### config.mk
export PLATFORM = sky130hd
export DESIGN_NAME = sort_stream_arb
export DESIGN_NICKNAME = d
export VERILOG_FILES = /design/src/rtl/sort_stream_arb.sv
export SDC_FILE = /design/constraint.sdc
export NUM_CORES = 1
export LEC_CHECK = 0
export ABC_AREA = 0
export CAP_MARGIN = 40
export CORE_ASPECT_RATIO = 1.5
export CORE_MARGIN = 2
export CORE_UTILIZATION = 32
export DETAILED_ROUTE_END_ITERATION = 8
export DONT_BUFFER_PORTS = 1
export PLACE_DENSITY = 0.57
export SLEW_MARGIN = 20
export SYNTH_ARGS = -nofsm -noshare
export SYNTH_HDL_FRONTEND = slang
export SYNTH_SLANG_ARGS = --single-unit
### constraint.sdc
create_clock -name snk_clock -period 6.5 [get_ports snk_clock]
set_input_delay 0.975 -clock snk_clock [delete_from_list [all_inputs] [get_ports snk_clock]]
set_output_delay 0.975 -clock snk_clock [all_outputs]
set_load 0.01 [all_outputs]
### src/rtl/sort_stream_arb.sv
// sort_stream_arb: packet-level round-robin arbiter feeding one sort engine sink.
// A granted channel is locked for a whole sop..eop packet and passed through
// combinationally. Oversized packets are cut at MAX_LENGTH and their tail is
// flushed. Non-sop beats seen while idle are dropped.
module sort_stream_arb #(
  parameter int unsigned DATA_WIDTH = 16,
  parameter int unsigned MAX_LENGTH = 256,
  parameter int unsigned NUM_CH     = 4
) (
  input  logic                             snk_clock,
  input  logic                             snk_reset,
  input  logic [NUM_CH*DATA_WIDTH-1:0]     in_data,
  input  logic [NUM_CH-1:0]                in_sop,
  input  logic [NUM_CH-1:0]                in_eop,
  input  logic [NUM_CH-1:0]                in_valid,
  output logic [NUM_CH-1:0]                in_ready,
  output logic [DATA_WIDTH-1:0]            eng_data,
  output logic                             eng_sop,
  output logic                             eng_eop,
  output logic                             eng_valid,
  input  logic                             eng_ready,
  output logic [$clog2(NUM_CH)-1:0]        cur_ch,
  output logic                             cur_ch_valid,
  output logic                             err_trunc,
  output logic                             err_orphan,
  output logic [15:0]                      pkt_count
);

  localparam int unsigned CH_W  = $clog2(NUM_CH);
  localparam int unsigned CNT_W = $clog2(MAX_LENGTH) + 1;

  localparam logic [CNT_W-1:0] CNT_LAST = CNT_W'(MAX_LENGTH - 1);
  localparam logic [CH_W-1:0]  CH_LAST  = CH_W'(NUM_CH - 1);

  typedef enum logic [1:0] {
    ST_ARB   = 2'd0,
    ST_PASS  = 2'd1,
    ST_FLUSH = 2'd2
  } state_t;

  state_t            state;
  state_t            state_d;
  logic [CH_W-1:0]   last_grant;
  logic [CNT_W-1:0]  cnt;
  logic [CNT_W-1:0]  cnt_d;
  logic              grant_load;
  logic              pkt_inc;
  logic              trunc_d;
  logic              orphan_d;

  logic [NUM_CH-1:0] req;
  logic [NUM_CH-1:0] orphan;
  logic              win_found;
  logic [CH_W-1:0]   win_idx;
  logic [CH_W-1:0]   rr_idx;

  logic [DATA_WIDTH-1:0] g_data;
  logic                  g_valid;
  logic                  g_sop;
  logic                  g_eop;
  logic [NUM_CH-1:0]     g_onehot;
  logic                  cnt_at_last;

  assign req          = in_valid & in_sop;
  assign orphan       = in_valid & ~in_sop;
  assign cur_ch_valid = (state != ST_ARB);
  assign cnt_at_last  = (cnt == CNT_LAST);

  // Select the granted channel's stream signals
  always_comb begin
    g_data   = '0;
    g_valid  = 1'b0;
    g_sop    = 1'b0;
    g_eop    = 1'b0;
    g_onehot = '0;
    for (int unsigned i = 0; i < NUM_CH; i++) begin
      if (cur_ch == CH_W'(i)) begin
        g_data      = in_data[i*DATA_WIDTH +: DATA_WIDTH];
        g_valid     = in_valid[i];
        g_sop       = in_sop[i];
        g_eop       = in_eop[i];
        g_onehot[i] = 1'b1;
      end
    end
  end

  // Round-robin search starting one past the last grant, wrapping at NUM_CH-1
  always_comb begin
    win_found = 1'b0;
    win_idx   = '0;
    rr_idx    = last_grant;
    for (int unsigned k = 0; k < NUM_CH; k++) begin
      rr_idx = (rr_idx == CH_LAST) ? '0 : rr_idx + CH_W'(1);
      if (!win_found && req[rr_idx]) begin
        win_found = 1'b1;
        win_idx   = rr_idx;
      end
    end
  end

  // Next-state and stream-side outputs
  always_comb begin
    state_d    = state;
    cnt_d      = cnt;
    grant_load = 1'b0;
    pkt_inc    = 1'b0;
    trunc_d    = 1'b0;
    orphan_d   = 1'b0;
    in_ready   = '0;
    eng_data   = g_data;
    eng_valid  = 1'b0;
    eng_sop    = 1'b0;
    eng_eop    = 1'b0;

    case (state)
      ST_ARB: begin
        in_ready = orphan;
        orphan_d = |orphan;
        if (win_found) begin
          grant_load = 1'b1;
          cnt_d      = '0;
          state_d    = ST_PASS;
        end
      end
      ST_PASS: begin
        eng_valid = g_valid;
        eng_sop   = g_sop & (cnt == '0);
        eng_eop   = g_eop | cnt_at_last;
        in_ready  = eng_ready ? g_onehot : '0;
        if (g_valid && eng_ready) begin
          if (g_eop) begin
            pkt_inc = 1'b1;
            cnt_d   = '0;
            state_d = ST_ARB;
          end else if (cnt_at_last) begin
            pkt_inc = 1'b1;
            trunc_d = 1'b1;
            cnt_d   = '0;
            state_d = ST_FLUSH;
          end else begin
            cnt_d = cnt + CNT_W'(1);
          end
        end
      end
      ST_FLUSH: begin
        in_ready = g_onehot;
        if (g_valid && g_eop) begin
          state_d = ST_ARB;
        end
      end
      default: begin
        state_d = ST_ARB;
      end
    endcase

    // Nothing is accepted or offered while reset is held
    if (snk_reset) begin
      in_ready  = '0;
      eng_valid = 1'b0;
    end
  end

  // State register
  always_ff @(posedge snk_clock or posedge snk_reset) begin
    if (snk_reset) begin
      state <= ST_ARB;
    end else begin
      state <= state_d;
    end
  end

  // Grant, beat counter, packet counter and error pulse registers
  always_ff @(posedge snk_clock or posedge snk_reset) begin
    if (snk_reset) begin
      last_grant <= CH_LAST;
      cur_ch     <= '0;
      cnt        <= '0;
      pkt_count  <= '0;
      err_trunc  <= 1'b0;
      err_orphan <= 1'b0;
    end else begin
      if (grant_load) begin
        last_grant <= win_idx;
        cur_ch     <= win_idx;
      end
      cnt        <= cnt_d;
      err_trunc  <= trunc_d;
      err_orphan <= orphan_d;
      if (pkt_inc && (pkt_count != 16'hFFFF)) begin
        pkt_count <= pkt_count + 16'd1;
      end
    end
  end

endmodule
==> impl_metrics.ini, run 1 <==
[power_and_ir_drop]
power_frac_seq_pct = 32.2
switching_power_mw = 0.394
clockPowerShare_pct = 20.9
vdd_drop_max_uv = 175
p_int_mw = 0.567
p_per_area_nw_per_um2 = 369
pwr-share-comb_pct = 46.9
p_sw_share_pct = 41.0
leakagePower_nw = 1.01

[worst_hold_path]
holdPathStages = 2
min_path_type = reg2reg

[detailed_routing]
drt-total-wl_mm = 6.47
viasPerCell = 5.85
drt_first_pass_iters = 4
drc = 0
postRouteAntennaNets = 0
drt_iter0_drc = 73
num_vias = 1972
wl_per_cell_um = 19.2

[sta]
holdWs_ns = 0.468
fmax_mhz = 329
period_minus_slack_ns = 3.04
rsz0062_at_grt = no
clock_skew_ns = 0.0128
slew_headroom_pct = 58.9
tightest_slew_ns = 0.614
setup_violations = 0
drv_slew = 0
hold_viol_final = 0
fin_crit_sh_pct = 46.8
setup-tns-final_ns = 0

[yosys]
ys_types = 54
syn_nets = 316
post-synth-top-area-cell = dfrtp_1
synth-compound-area-share_pct = 11.4
synth_top_family_by_area = simple AND/OR/NAND/NOR gates
synth.top_cells.by_area = dfrtp_1 33%, mux4_2 18%, xnor2_1 5.2%, nand2_1 4.3%, nand4_1 3.4%
yosysWarnings = 0
async_reset_ff_share_pct = 100
synth_seq_cells = 33
ys_top_cells_by_count = 31 x dfrtp_1, 27 x nand2_1, 19 x mux4_2, 17 x nor2_1, 14 x xnor2_1
yosysMostFrequentCell = dfrtp_1
synth_xor_area_share_pct = 5.55
ys.flop_type = dfrtp_1
synth_area_um2 = 2370
synth-simple-area-share_pct = 23.4
synth_top_cell_area_share_pct = 32.8
synth_cells = 233
avgSynthCellArea_um2 = 10.2
synth_edf_count = 0
seq_area_frac_synth_pct = 35.0
synthAdderAreaFrac_pct = 2.11
synthMuxAreaShare_pct = 19.4

[clock_network]
ctsRootBufferMaster = clkbuf_8
clock_sinks = 33
clk_pin_slew_worst_paths_ns = 0.06
cts_tree = built
clk_latency_ns = 0.29
cts_buffer_depth = 2
cts_resized = 0
cts_made_buffers = 5
post_cts_buffers = 0
hold_buffers = 0
htreeDepth = 2

[job]
cap_violations = 0

[finish]
nets = 319
area_growth_pct = 9.88
n_antenna_cell = 0
filler_cell_count = 724
drive_above_1_share_pct = 16.0

[floorplan]
die-area_um2 = 8120
ioPinCount = 123
die_w_um = 74.2
die_h_um = 109
core_area_um2 = 7230
start_util_pct = 32.8
row_count = 38

[outcome]
outcome = finished clean

[place]
place.gp.congestion = 0.772
port_buffers = 0
post-dp-hpwl_mm = 5.31

[setup_path]
arrival_ns = 2.07
cp_max_fo = 8
required_ns = 5.52
critical_path_class = reg2out
r2r_cells = 4
startpoint_type = flop
critPathCaptureType = output pin

[global_route]
overflow = 0
grt_usage_pct = 15.5
grt_max_degree = 36
grt_pass1_vias = 1996
grt_pass1_wl_mm = 9.57
antenna_found_initial = 0
## power by group through the flow
stage	clock network (mW)	logic (mW)	registers, mW
finish	0.201	0.451	0.309
detailed placement	0	0.458	0.314
CTS	0.206	0.460	0.309
floorplan	0	0.386	0.292
global placement	0	0.450	0.313
global route	0.220	0.502	0.316
## worst paths after layout
kind                            slack (ns)       endpoint     startpoint
max in group asynchronous             5.49  last_grant[1]      snk_reset
worst max register to register        4.24         cnt[7]      cur_ch[0]
worst min register to register        0.47  last_grant[1]  last_grant[1]
min in group asynchronous             0.66         cnt[8]      snk_reset
worst max-delay path                  3.46    in_ready[1]       state[0]
worst min-delay path                  0.47  last_grant[1]  last_grant[1]
## kinds of logic (layout without fill, tap and decap cells)
logic type / after synthesis / count (layout)
buffers and inverters: 17 / 21
multiplexers: 22 / 22
flip-flops: 33 / 33
XOR/XNOR: 15 / 15
adder cells (fa/ha/maj): 4 / 4
AO/OA/AOI/OAI: 39 / 39
AND/OR/NAND/NOR: 103 / 103
## final cells by class
class / instances / area (um2) / share of cell area [%]
timing repair buffer: 5 / 37.5 / 1.44
clock inverter: 1 / 30.0 / 1.15
clock buffer: 7 / 86.3 / 3.32
multi-input combinational: 183 / 1460 / 56.3
tap: 100 / 125 / 4.81
inverter: 8 / 30.0 / 1.15
sequential: 33 / 828 / 31.8
## registers in the layout (all words and copies together) (netlist names)
signal,flops
err_trunc,1
pkt_count,16
err_orphan,1
cnt,9
last_grant,2
cur_ch,2
state,2
## worst max-delay path, stage by stage, from the launching register on
cell and delay, ns:
dfrtp_1 0.43, nor2b_1 0.47, a21boi_0 0.20, nand2b_1 0.19
o22ai_1 0.21, nor2b_1 0.30
## routing by layer
layer	vias to the layer above	track usage [%]	routed length, um	share of wire, %
met1	950	15.7	2140	33
met4	0	4.97	55	0.85
met3	6	5.22	798	12
met5	-	0	0	0
met2	130	29.2	3480	54
li1	886	-	-	-
## stage by stage
| step | area, um2 | power [mW] | setup slack, ns | util (%) | cells |
|---|---|---|---|---|---|
| final | 2600 | 0.961 | 3.46 | 36.0 | 337 |
| after global routing | 2600 | 1.04 | 3.23 | 36.0 | 337 |
| after CTS | 2600 | 0.975 | 3.45 | 36.0 | 337 |
| after detailed placement | 2480 | 0.772 | 3.53 | 34.4 | 329 |
| after global placement | 2480 | 0.762 | 3.57 | 34.3 | 328 |
| after floorplan | 2370 | 0.678 | 3.34 | - | 233 |
## cell usage in the layout, fill, tap and decap left out, types with 2 or more instances in the layout
| master | synthesis | final |
|---|---|---|
| a21o_1 | 3 | 3 |
| a21oi_1 | 6 | 6 |
| a31oi_1 | 2 | 2 |
| and2_1 | 2 | 2 |
| and3_1 | 4 | 4 |
| and4_1 | 2 | 2 |
| buf_4 | 0 | 5 |
| clkbuf_8 | 0 | 6 |
| dfrtp_1 | 31 | 31 |
| dfstp_2 | 2 | 2 |
| ha_1 | 4 | 4 |
| inv_1 | 8 | 8 |
| mux2i_1 | 2 | 2 |
| mux4_2 | 19 | 19 |
| nand2_1 | 27 | 27 |
| nand2b_1 | 9 | 9 |
| nand3_1 | 11 | 11 |
| nand4_1 | 13 | 13 |
| nor2_1 | 17 | 17 |
| nor2b_1 | 2 | 2 |
| nor3b_1 | 2 | 2 |
| nor4_1 | 2 | 2 |
| o211ai_1 | 5 | 5 |
| o21ai_0 | 2 | 2 |
| o21ai_1 | 5 | 5 |
| o22ai_1 | 2 | 2 |
| o31ai_1 | 2 | 2 |
| or4b_1 | 3 | 3 |
| xnor2_1 | 14 | 14 |
No activity file was read; power rests on OpenSTA's default activity.
==> run 2: changes to the inputs <==
==> constraint.sdc (replaced) <==
create_clock -name snk_clock -period 2.8 [get_ports snk_clock]
set_input_delay 0.42 -clock snk_clock [delete_from_list [all_inputs] [get_ports snk_clock]]
set_output_delay 0.42 -clock snk_clock [all_outputs]
set_load 0.01 [all_outputs]
==> run 2 against run 1 <==
Die area did not move; sequential share of layout area is 0.092 points higher; largest cell class unchanged; critical path type unchanged; hold slack worse by 0.068 ns; routed wire length increased by 3.0%; power up 120%; design area down 0.29%; clock power up 78%; worst setup slack lost 3.1 ns; core utilization decreased by 0.10 points; non-clock buffer count is 2 higher; clock-buffer cell count down 2.
==> impl_metrics.ini, run 2 (same netlist as run 1, synthesis figures left out) <==
[sta]
period_minus_slack_ns = 2.45
tightest_slew_ns = 0.565
fmax_mhz = 409
setup-tns-final_ns = 0
clock_skew_ns = 0.00660
setup_violations = 0
worst_slack_ns = 0.354
fin_crit_sh_pct = 87.3
hold_viol_final = 0
rsz0062_at_grt = no
slew_headroom_pct = 62.2
drv_slew = 0

[floorplan]
row_count = 38
core_area_um2 = 7230
die_h_um = 109
die_w_um = 74.2
start_util_pct = 32.8
ioPinCount = 123
die-area_um2 = 8120

[finish]
final_cell_area_um2 = 2590
final_cell_mix = 31 x dfrtp_1, 27 x nand2_1, 19 x mux4_2
area_growth_pct = 9.57
instances_no_fill = 340
largest_reg_flops = 16
top_register = pkt_count
filler_cell_count = 756
nets = 321
top_regs = pkt_count (16), cnt (9)
drive_above_1_share_pct = 17.2
final_common_cell = dfrtp_1

[setup_path]
cpPeakStageDelay_ns = 0.45
arrival_ns = 2.03
reg2reg_from = cur_ch[1]
critPathCaptureType = output pin
r2r_end = cnt[7]
critPathSlowestCell = dfrtp_1
r2r_cells = 4
startpoint_type = flop
cp_max_fo = 8
path_cells = nor2b_2, a21boi_0, nand2b_1, o22ai_1, nor2b_1
critical_path_class = reg2out
critPathLaunch = state[0]
reg2reg_slack_ns = 0.59
required_ns = 2.38

[global_route]
grt_usage_pct = 16.5
grt_max_degree = 31
antenna_found_initial = 2
grt_pass1_wl_mm = 10.1
grt_pass1_vias = 2050
overflow = 0

[power_and_ir_drop]
vdd_drop_max_uv = 484
total_power_mw = 2.14
p_per_area_nw_per_um2 = 824
leakagePower_nw = 1.01

[place]
placed_cells_incl_taps = 330
place_area_um2 = 2490
place.gp.congestion = 0.890
port_buffers = 0
post-dp-hpwl_mm = 5.50
dp_slack_ns = 0.438

[worst_hold_path]
holdPathStages = 2
min_to = err_orphan
holdCritStartpoint = in_valid[2]
min_path_type = in2reg

[detailed_routing]
drt_iter0_drc = 108
viasPerCell = 5.71
drt_first_pass_iters = 4
postRouteAntennaNets = 0
wl_per_cell_um = 19.6
drc = 0
num_vias = 1940
drt-total-wl_mm = 6.66

[clock_network]
clk_latency_ns = 0.29
clock_sinks = 33
cts_made_buffers = 5
htreeDepth = 2
cts_buffer_depth = 2
clk_pin_slew_worst_paths_ns = 0.07
cts_tree = built
ctsRootBufferMaster = clkbuf_8

[job]
cap_violations = 0

[outcome]
outcome = finished clean
==> run 2: changes by cell type in the layout (fill, tap and decap cells not counted) <==
cell,delta
clkbuf_8,-1
bufinv_16,-1
clkinv_2,+2
clkinvlp_4,+1
dlygate4sd3_1,+1
buf_4,+1
nor2b_1,-1
clkbuf_1,-1
diode_2,+1
nor2b_2,+1
==> run 2: worst max-delay path by stage <==
| stage | to | slack, ns |
|---|---|---|
| detailed placement | in_ready[1] | 0.44 |
| global placement | in_ready[1] | 0.44 |
| floorplan | eng_data[10] | 0.45 |
| CTS | in_ready[1] | 0.12 |
| finish | in_ready[1] | 0.35 |
| global route | in_ready[1] | 0.16 |
==> run 2: cell type report <==
cell class	count	area (um2)	area share (%)
repair buffers	7	55.1	2.12
clock inverters	3	17.5	0.675
clock buffers	5	68.8	2.65
flip-flops and latches	33	828	31.9
multi-input cells	183	1470	56.5
diodes	1	2.50	0.0965
well taps	100	125	4.82
inverters	8	30.0	1.16
==> run 2: timing repair <==
item	4_1_cts	5_1_grt
endpoints found under the setup margin	0	2
gates resized for setup	0	1
buffers inserted	0	0
hold buffers	1	0
endpoints found under the hold margin	3	0
==> run 2: power breakdown <==
group	switching (mW)	leakage, nW	internal [mW]
sequential	0.146	0.435	0.568
clock	0.185	0.0439	0.171
combinational	0.597	0.532	0.469
==> run 2: critical path: cells and delay by family, from the launching register on <==
family	cells	cell delay (ns)
DFF	1	0.45
and+or+nand+nor	3	0.95
AOI/OAI and AO/OA	2	0.34
==> run 2: per-layer routing <==
metal	global-route usage, %	routed length [um]	part of all wire, %
met1	16.8	2190	33
met2	30.8	3530	53
met3	5.87	805	12
met4	5.36	133	2.0
met5	0	0	0
==> run 2: stage by stage <==
step	util, %	hold WS [ns]
global placement	34.5	0.246
CTS	35.8	0.401
finish	35.9	0.399
detailed placement	34.5	0.249
global route	35.9	0.404
floorplan	-	0.441
==> run 3: changes to the inputs <==
--- a/config.mk
+++ b/config.mk
@@ -6,7 +6,6 @@
 export NUM_CORES = 1
 export LEC_CHECK = 0
 export ABC_AREA = 0
-export CAP_MARGIN = 40
 export CORE_ASPECT_RATIO = 1.5
 export CORE_MARGIN = 2
 export CORE_UTILIZATION = 32
==> results of run 3 <==
No change in the layout: final DEF, timing and power equal those of run 2.
